`config.mk`:
```
export PLATFORM = sky130hd
export DESIGN_NAME = systolic3x3_drain_flat
export DESIGN_NICKNAME = d
export VERILOG_FILES = /design/src/rtl/systolic3x3_drain_if.sv /design/src/rtl/systolic3x3_drain.sv /design/src/flat_wrapper.sv
export SDC_FILE = /design/constraint.sdc
export NUM_CORES = 1
export LEC_CHECK = 0
export BUFFER_PORTS_ARGS = -buffer_cell sky130_fd_sc_hd__clkbuf_2
export CAP_MARGIN = 20
export CORE_ASPECT_RATIO = 1.2
export CORE_UTILIZATION = 50
export CTS_BUF_LIST = sky130_fd_sc_hd__clkbuf_4
export DETAILED_ROUTE_END_ITERATION = 7
export PLACE_DENSITY = 0.75
export SYNTH_ARGS = -nofsm -noshare
export SYNTH_HDL_FRONTEND = slang
export SYNTH_SLANG_ARGS = --single-unit
```
`constraint.sdc`:
```
create_clock -name clk -period 3.5 [get_ports clk]
set_input_delay 1.05 -clock clk [delete_from_list [all_inputs] [get_ports clk]]
set_output_delay 1.05 -clock clk [all_outputs]
set_load 0.05 [all_outputs]
```
`src/rtl/systolic3x3_drain_if.sv`:
```
// Result stream from the 3x3 systolic drain: one word per valid/ready handshake.
// master = drain (producer), slave = downstream consumer.
interface systolic3x3_drain_if #(
    parameter int unsigned DATA_W = 32
);
    logic [DATA_W-1:0] out_data;
    logic [3:0]        out_idx;
    logic              out_valid;
    logic              out_ready;
    logic              out_last;

    modport master (
        output out_data,
        output out_idx,
        output out_valid,
        output out_last,
        input  out_ready
    );

    modport slave (
        input  out_data,
        input  out_idx,
        input  out_valid,
        input  out_last,
        output out_ready
    );
endinterface

```
`src/rtl/systolic3x3_drain.sv`:
```
// Result-side unloader for the 3x3 systolic array. Counts enabled clocks from
// START, snapshots C0..C8 after LAT edges, then streams the words row-major
// over a valid/ready interface.
// Optional: define SYSTOLIC_DRAIN_CHECKSUM_EN to append a 10th word (index 9)
// holding the mod-2^DATA_W sum of the nine snapshot words.
module systolic3x3_drain #(
    parameter int unsigned DATA_W = 32,
    parameter int unsigned LAT    = 7
) (
    input  logic                clk,
    input  logic                rst_n,
    input  logic                en,
    input  logic                start,
    input  logic [DATA_W-1:0]   c0,
    input  logic [DATA_W-1:0]   c1,
    input  logic [DATA_W-1:0]   c2,
    input  logic [DATA_W-1:0]   c3,
    input  logic [DATA_W-1:0]   c4,
    input  logic [DATA_W-1:0]   c5,
    input  logic [DATA_W-1:0]   c6,
    input  logic [DATA_W-1:0]   c7,
    input  logic [DATA_W-1:0]   c8,
    systolic3x3_drain_if.master drain_bus,
    output logic                busy,
    output logic                done,
    output logic                overrun
);

`ifdef SYSTOLIC_DRAIN_CHECKSUM_EN
    localparam int unsigned NWORDS = 10;
`else
    localparam int unsigned NWORDS = 9;
`endif
    localparam logic [3:0]  LAST_IDX = 4'(NWORDS - 1);
    localparam int unsigned CNT_W    = $clog2(LAT + 1);

    typedef enum logic [1:0] {StIdle, StWait, StDrain} state_e;

    state_e              state_q, state_d;
    logic [CNT_W-1:0]    cnt_q, cnt_d;
    logic [3:0]          idx_q, idx_d;
    logic [DATA_W-1:0]   snap_q [NWORDS];
    logic [DATA_W-1:0]   c_vec  [9];
    logic                snap_load;
    logic                done_d;
    logic                hs;

    assign c_vec[0] = c0;
    assign c_vec[1] = c1;
    assign c_vec[2] = c2;
    assign c_vec[3] = c3;
    assign c_vec[4] = c4;
    assign c_vec[5] = c5;
    assign c_vec[6] = c6;
    assign c_vec[7] = c7;
    assign c_vec[8] = c8;

    assign hs = drain_bus.out_valid && drain_bus.out_ready;

    // Next-state logic: count to LAT while enabled, then step through the snapshot.
    always_comb begin
        state_d   = state_q;
        cnt_d     = cnt_q;
        idx_d     = idx_q;
        snap_load = 1'b0;
        done_d    = 1'b0;
        unique case (state_q)
            StIdle: begin
                if (start) begin
                    state_d = StWait;
                    cnt_d   = CNT_W'(1);
                end
            end
            StWait: begin
                if (en) begin
                    if (cnt_q == CNT_W'(LAT)) begin
                        snap_load = 1'b1;
                        idx_d     = 4'd0;
                        cnt_d     = '0;
                        state_d   = StDrain;
                    end else begin
                        cnt_d = cnt_q + CNT_W'(1);
                    end
                end
            end
            StDrain: begin
                if (hs) begin
                    if (idx_q == LAST_IDX) begin
                        idx_d   = 4'd0;
                        done_d  = 1'b1;
                        state_d = StIdle;
                    end else begin
                        idx_d = idx_q + 4'd1;
                    end
                end
            end
            default: state_d = StIdle;
        endcase
    end

    // Control state registers; overrun is sticky until reset.
    always_ff @(posedge clk or negedge rst_n) begin
        if (!rst_n) begin
            state_q <= StIdle;
            cnt_q   <= '0;
            idx_q   <= 4'd0;
            done    <= 1'b0;
            overrun <= 1'b0;
        end else begin
            state_q <= state_d;
            cnt_q   <= cnt_d;
            idx_q   <= idx_d;
            done    <= done_d;
            // START is only accepted from IDLE, including on the final drain edge.
            if (start && (state_q != StIdle)) begin
                overrun <= 1'b1;
            end
        end
    end

`ifdef SYSTOLIC_DRAIN_CHECKSUM_EN
    logic [DATA_W-1:0] csum;

    // Checksum of the live array outputs, captured together with the words.
    always_comb begin
        csum = '0;
        for (int i = 0; i < 9; i++) begin
            csum = csum + c_vec[i];
        end
    end
`endif

    // Snapshot register decouples the drain from further array activity.
    always_ff @(posedge clk or negedge rst_n) begin
        if (!rst_n) begin
            for (int i = 0; i < NWORDS; i++) begin
                snap_q[i] <= '0;
            end
        end else if (snap_load) begin
            for (int i = 0; i < 9; i++) begin
                snap_q[i] <= c_vec[i];
            end
`ifdef SYSTOLIC_DRAIN_CHECKSUM_EN
            snap_q[9] <= csum;
`endif
        end
    end

    // Outputs are forced to zero outside DRAIN so stale snapshot data never shows.
    always_comb begin
        drain_bus.out_valid = (state_q == StDrain);
        drain_bus.out_idx   = idx_q;
        drain_bus.out_data  = drain_bus.out_valid ? snap_q[idx_q] : '0;
        drain_bus.out_last  = drain_bus.out_valid && (idx_q == LAST_IDX);
        busy                = (state_q != StIdle);
    end

endmodule

```
`src/flat_wrapper.sv`:
```
// flat-port wrapper written by rule: the top's interface ports become plain ports
module systolic3x3_drain_flat 
#(
    parameter int unsigned DATA_W = 32,
    parameter int unsigned LAT    = 7
)
  (clk, rst_n, en, start, c0, c1, c2, c3, c4, c5, c6, c7, c8, busy, done, overrun, drain_bus_out_data, drain_bus_out_idx, drain_bus_out_valid, drain_bus_out_last, drain_bus_out_ready);
  systolic3x3_drain_if #(.DATA_W(DATA_W)) drain_bus_i ();
  input  logic clk;
  input  logic rst_n;
  input  logic en;
  input  logic start;
  input  logic [DATA_W-1:0] c0;
  input  logic [DATA_W-1:0] c1;
  input  logic [DATA_W-1:0] c2;
  input  logic [DATA_W-1:0] c3;
  input  logic [DATA_W-1:0] c4;
  input  logic [DATA_W-1:0] c5;
  input  logic [DATA_W-1:0] c6;
  input  logic [DATA_W-1:0] c7;
  input  logic [DATA_W-1:0] c8;
  output logic busy;
  output logic done;
  output logic overrun;
  output wire logic [$bits(drain_bus_i.out_data)-1:0] drain_bus_out_data;
  output wire logic [$bits(drain_bus_i.out_idx)-1:0] drain_bus_out_idx;
  output wire logic [$bits(drain_bus_i.out_valid)-1:0] drain_bus_out_valid;
  output wire logic [$bits(drain_bus_i.out_last)-1:0] drain_bus_out_last;
  input wire logic [$bits(drain_bus_i.out_ready)-1:0] drain_bus_out_ready;
  assign drain_bus_out_data = drain_bus_i.out_data;
  assign drain_bus_out_idx = drain_bus_i.out_idx;
  assign drain_bus_out_valid = drain_bus_i.out_valid;
  assign drain_bus_out_last = drain_bus_i.out_last;
  assign drain_bus_i.out_ready = drain_bus_out_ready;
  systolic3x3_drain #(.DATA_W(DATA_W), .LAT(LAT)) u_core (.clk(clk), .rst_n(rst_n), .en(en), .start(start), .c0(c0), .c1(c1), .c2(c2), .c3(c3), .c4(c4), .c5(c5), .c6(c6), .c7(c7), .c8(c8), .drain_bus(drain_bus_i), .busy(busy), .done(done), .overrun(overrun));
endmodule
```
==> flow_metrics.py <==
metrics = {
    "status": {
        "status": "finished, violations left",
        "violations": "negative setup slack",
    },
    "route": {
        "vias": 12264,
        "drt.antenna.violating_nets": 0,
        "wl_per_cell_um": 17.7,
        "viasPerCell": 5.25,
        "drcViolationCount": 0,
        "drt_pass1_iterations": 5,
        "wl_mm": 41.3,
        "first_iter_violations": 1006,
    },
    "yosys": {
        "synthArstFlopShare": 1.00,
        "synthFlopType": "dfrtp_1",
        "synth-compound-area-share": 0.0743,
        "synth_cell_types": 35,
        "yosys-top-cells-count": "899 x nand2_1, 299 x dfrtp_1, 67 x clkbuf_1",
        "syn_avg_cell_area_um2": 9.06,
        "synth_top_area_cell": "dfrtp_1",
        "synth_top_family_by_area": "simple AND/OR/NAND/NOR gates",
        "synthSimpleGateAreaFrac": 0.252,
        "yosysMostFrequentCell": "nand2_1",
        "synth_fa_ha_area_frac": 0.00357,
        "synth_edf_count": 0,
        "ys_seq_area_frac": 0.534,
        "syn_area_um2": 14000,
        "yosys_warnings": 0,
        "ys_top_cells_by_area": "dfrtp_1 53%, nand2_1 24%, mux4_2 5.1%, mux2i_1 4.6%, a211oi_2 2.4%",
        "ys_ff_latch": 299,
        "synth_xor_area_frac": 0,
        "synth_top_area_frac": 0.534,
        "netlist_instances": 1546,
        "synth_nets": 1843,
        "synthMuxAreaShare": 0.0972,
    },
    "cells_and_area": {
        "area_delta_synth_final_pct": 29.8,
        "drive_gt1_frac": 0.309,
        "num-nets-final": 2198,
        "stdcell_area_um2": 18200,
    },
    "worst_setup_path": {
        "end_kind": "output port",
        "cp_slowest_stage_delay_ns": 0.53,
        "cp-start-kind": "flop",
        "crit_family": "compound AO/OA/AOI/OAI gates",
        "worstPathMaxFanout": 10,
        "cp_num_buf_inv": 3,
        "cp_cell_sequence": "buf_12 > buf_16 > mux2i_1 > a221o_1 > a211oi_2 > buf_12",
        "path_class": "flop to output port",
        "cp_common_cell": "buf_12",
        "cp.depth": 6,
        "r2r_cells": 6,
        "required_ns": 2.45,
        "crit_slowest_cell": "dfrtp_4",
        "arrival_ns": 2.61,
    },
    "global_routing": {
        "grt_pass1_vias": 12232,
        "grt_antenna_before_repair": 2,
        "grt_pass1_wl_mm": 64.2,
        "grt-ovfl-total": 0,
        "grt_usage": 0.291,
        "grt_start_max_net_pins": 165,
    },
    "sta": {
        "slew_headroom": 0.510,
        "clock-skew-final_ns": 0.0541,
        "rsz0062_at_grt": "yes",
        "finalSetupViolCount": 32,
        "finalCriticalPeriod_ns": 3.66,
        "fmax_mhz": 273,
        "worst_slew_pin_slew_ns": 0.735,
        "finalHoldViolations": 0,
        "maxSlewViolCount": 0,
        "finalCritPeriodShare": 1.05,
        "timing.final.ws_setup_ns": -0.161,
    },
    "die": {
        "dieArea_um2": 28700,
        "die_h_um": 185,
        "core_region_area_um2": 27300,
        "rows": 66,
        "ios": 334,
        "die_x_um": 155,
        "start_util": 0.513,
    },
    "cts": {
        "max-clock-path-buffers": 3,
        "cts_tree": "yes",
        "cts_buffers": 78,
        "root_buffer": "clkbuf_4",
        "worstSkewPairLatency_ns": 0.67,
        "clk_pin_slew_ns": 0.07,
        "htree_levels": 3,
        "clock_sinks": 299,
        "ctsHoldBuffers": 0,
    },
    "placed_design": {
        "gp_congestion": 0.887,
        "hpwl_mm": 26.3,
        "placed_area_um2": 16300,
        "numPortBuffers": 333,
    },
    "power": {
        "p_total_uw": 15400,
        "ir_drop_mv": 0.370,
        "powerDensity_nw_per_um2": 844,
        "p_leak_uw": 0.00952,
    },
    "hold_path": {
        "hold_class": "primary input to asynchronous set/reset pin",
    },
    "flow_run": {
        "cap_violations": 0,
    },
}
[worst register-to-register path: cells and delay by family (launching register included)]
kind / cells / cell delay (ns)
fa+ha+maj: 2 / 0.37
buf+inv: 1 / 0.43
flops: 1 / 0.38
simple gates: 3 / 0.82
[cell families (layout without fill, tap and decap cells)]
kind of cell               Yosys count  in the layout
and+or+nand+nor                    925            925
DFF                                299            299
buffers and inverters              112            523
AOI/OAI and AO/OA                  110            110
muxes                               96             96
adders and majority gates            4              4
other                                0              4
[where the power goes]
group | internal, uW | switching, uW
sequential | 5200 | 1110
clock | 1580 | 1450
combinational | 2800 | 3220
[flip-flops by register name, indices dropped and copies added (netlist names)]
register and flops:
u_core.snap_q 288, u_core.cnt_q 3, u_core.drain_bus.out_idx 4, u_core.overrun 1
u_core.done 1, u_core.state_q 2
[cell usage in the layout (no fill, tap or decap), types with 4 or more instances in the layout]
cell type,count
buf_6,4
clkbuf_8,15
buf_4,13
mux4_2,32
a22o_1,4
buf_12,31
ha_1,4
clkbuf_2,299
mux2i_1,60
clkbuf_16,7
clkinv_2,5
diode_2,4
clkbuf_4,108
nand3_1,7
inv_1,5
clkinv_1,18
dfrtp_1,296
a221o_1,32
nand2_1,889
nand2_2,8
a211oi_1,15
a211oi_4,6
a211oi_2,43
buf_16,12
[cell type report]
class	count	area (um2)
inverters	5	18.8
clock buffers	108	811
repair buffers	382	2990
multi-input cells	1135	6240
diodes	4	10.0
flip-flops and latches	299	7490
clock inverters	28	173
well taps	374	468
fillers	2190	9140
[per-layer routing]
| metal | vias up | GRT usage | share of wire | routed length, um |
|---|---|---|---|---|
| li1 | 5767 | - | - | - |
| met1 | 5872 | 0.396 | 0.43 | 17900 |
| met2 | 518 | 0.444 | 0.46 | 19200 |
| met3 | 107 | 0.0606 | 0.060 | 2490 |
| met4 | 0 | 0.147 | 0.042 | 1720 |
| met5 | - | 0 | 0 | 0 |
[worst paths after layout]
path,from,slack [ns],end
worst min register to register,u_core.overrun,0.47,u_core.overrun
max in group asynchronous,rst_n,2.29,u_core.snap_q[230]
worst max-delay path,u_core.drain_bus.out_idx[0],-0.16,drain_bus_out_data[17]
min in group clk,u_core.overrun,0.47,u_core.overrun
worst min-delay path,rst_n,0.35,u_core.snap_q[279]
worst max register to register,u_core.cnt_q[1],1.43,u_core.snap_q[117]
[repair_timing]
item                       4_1_cts  5_1_grt
pin swaps                       31       26
setup endpoints to repair       33       33
setup buffers                   12        3
resized for setup               62       32
gates cloned                    10        3
[metrics by stage]
stage / worst slack (ns) / cells / hold slack, ns / setup TNS [ns] / utilization
5_1_grt: -0.260 / 2333 / 0.330 / -7.10 / 0.665
3_3_place_gp: 0.463 / 2170 / 0.442 / 0 / 0.597
3_5_place_dp: 0.432 / 2170 / 0.449 / 0 / 0.597
6_report: -0.161 / 2335 / 0.353 / -3.79 / 0.666
2_1_floorplan: 0.163 / 1546 / 0.440 / 0 / -
4_1_cts: -0.210 / 2327 / 0.317 / -5.94 / 0.658
Power figures use the tool's default switching activity.
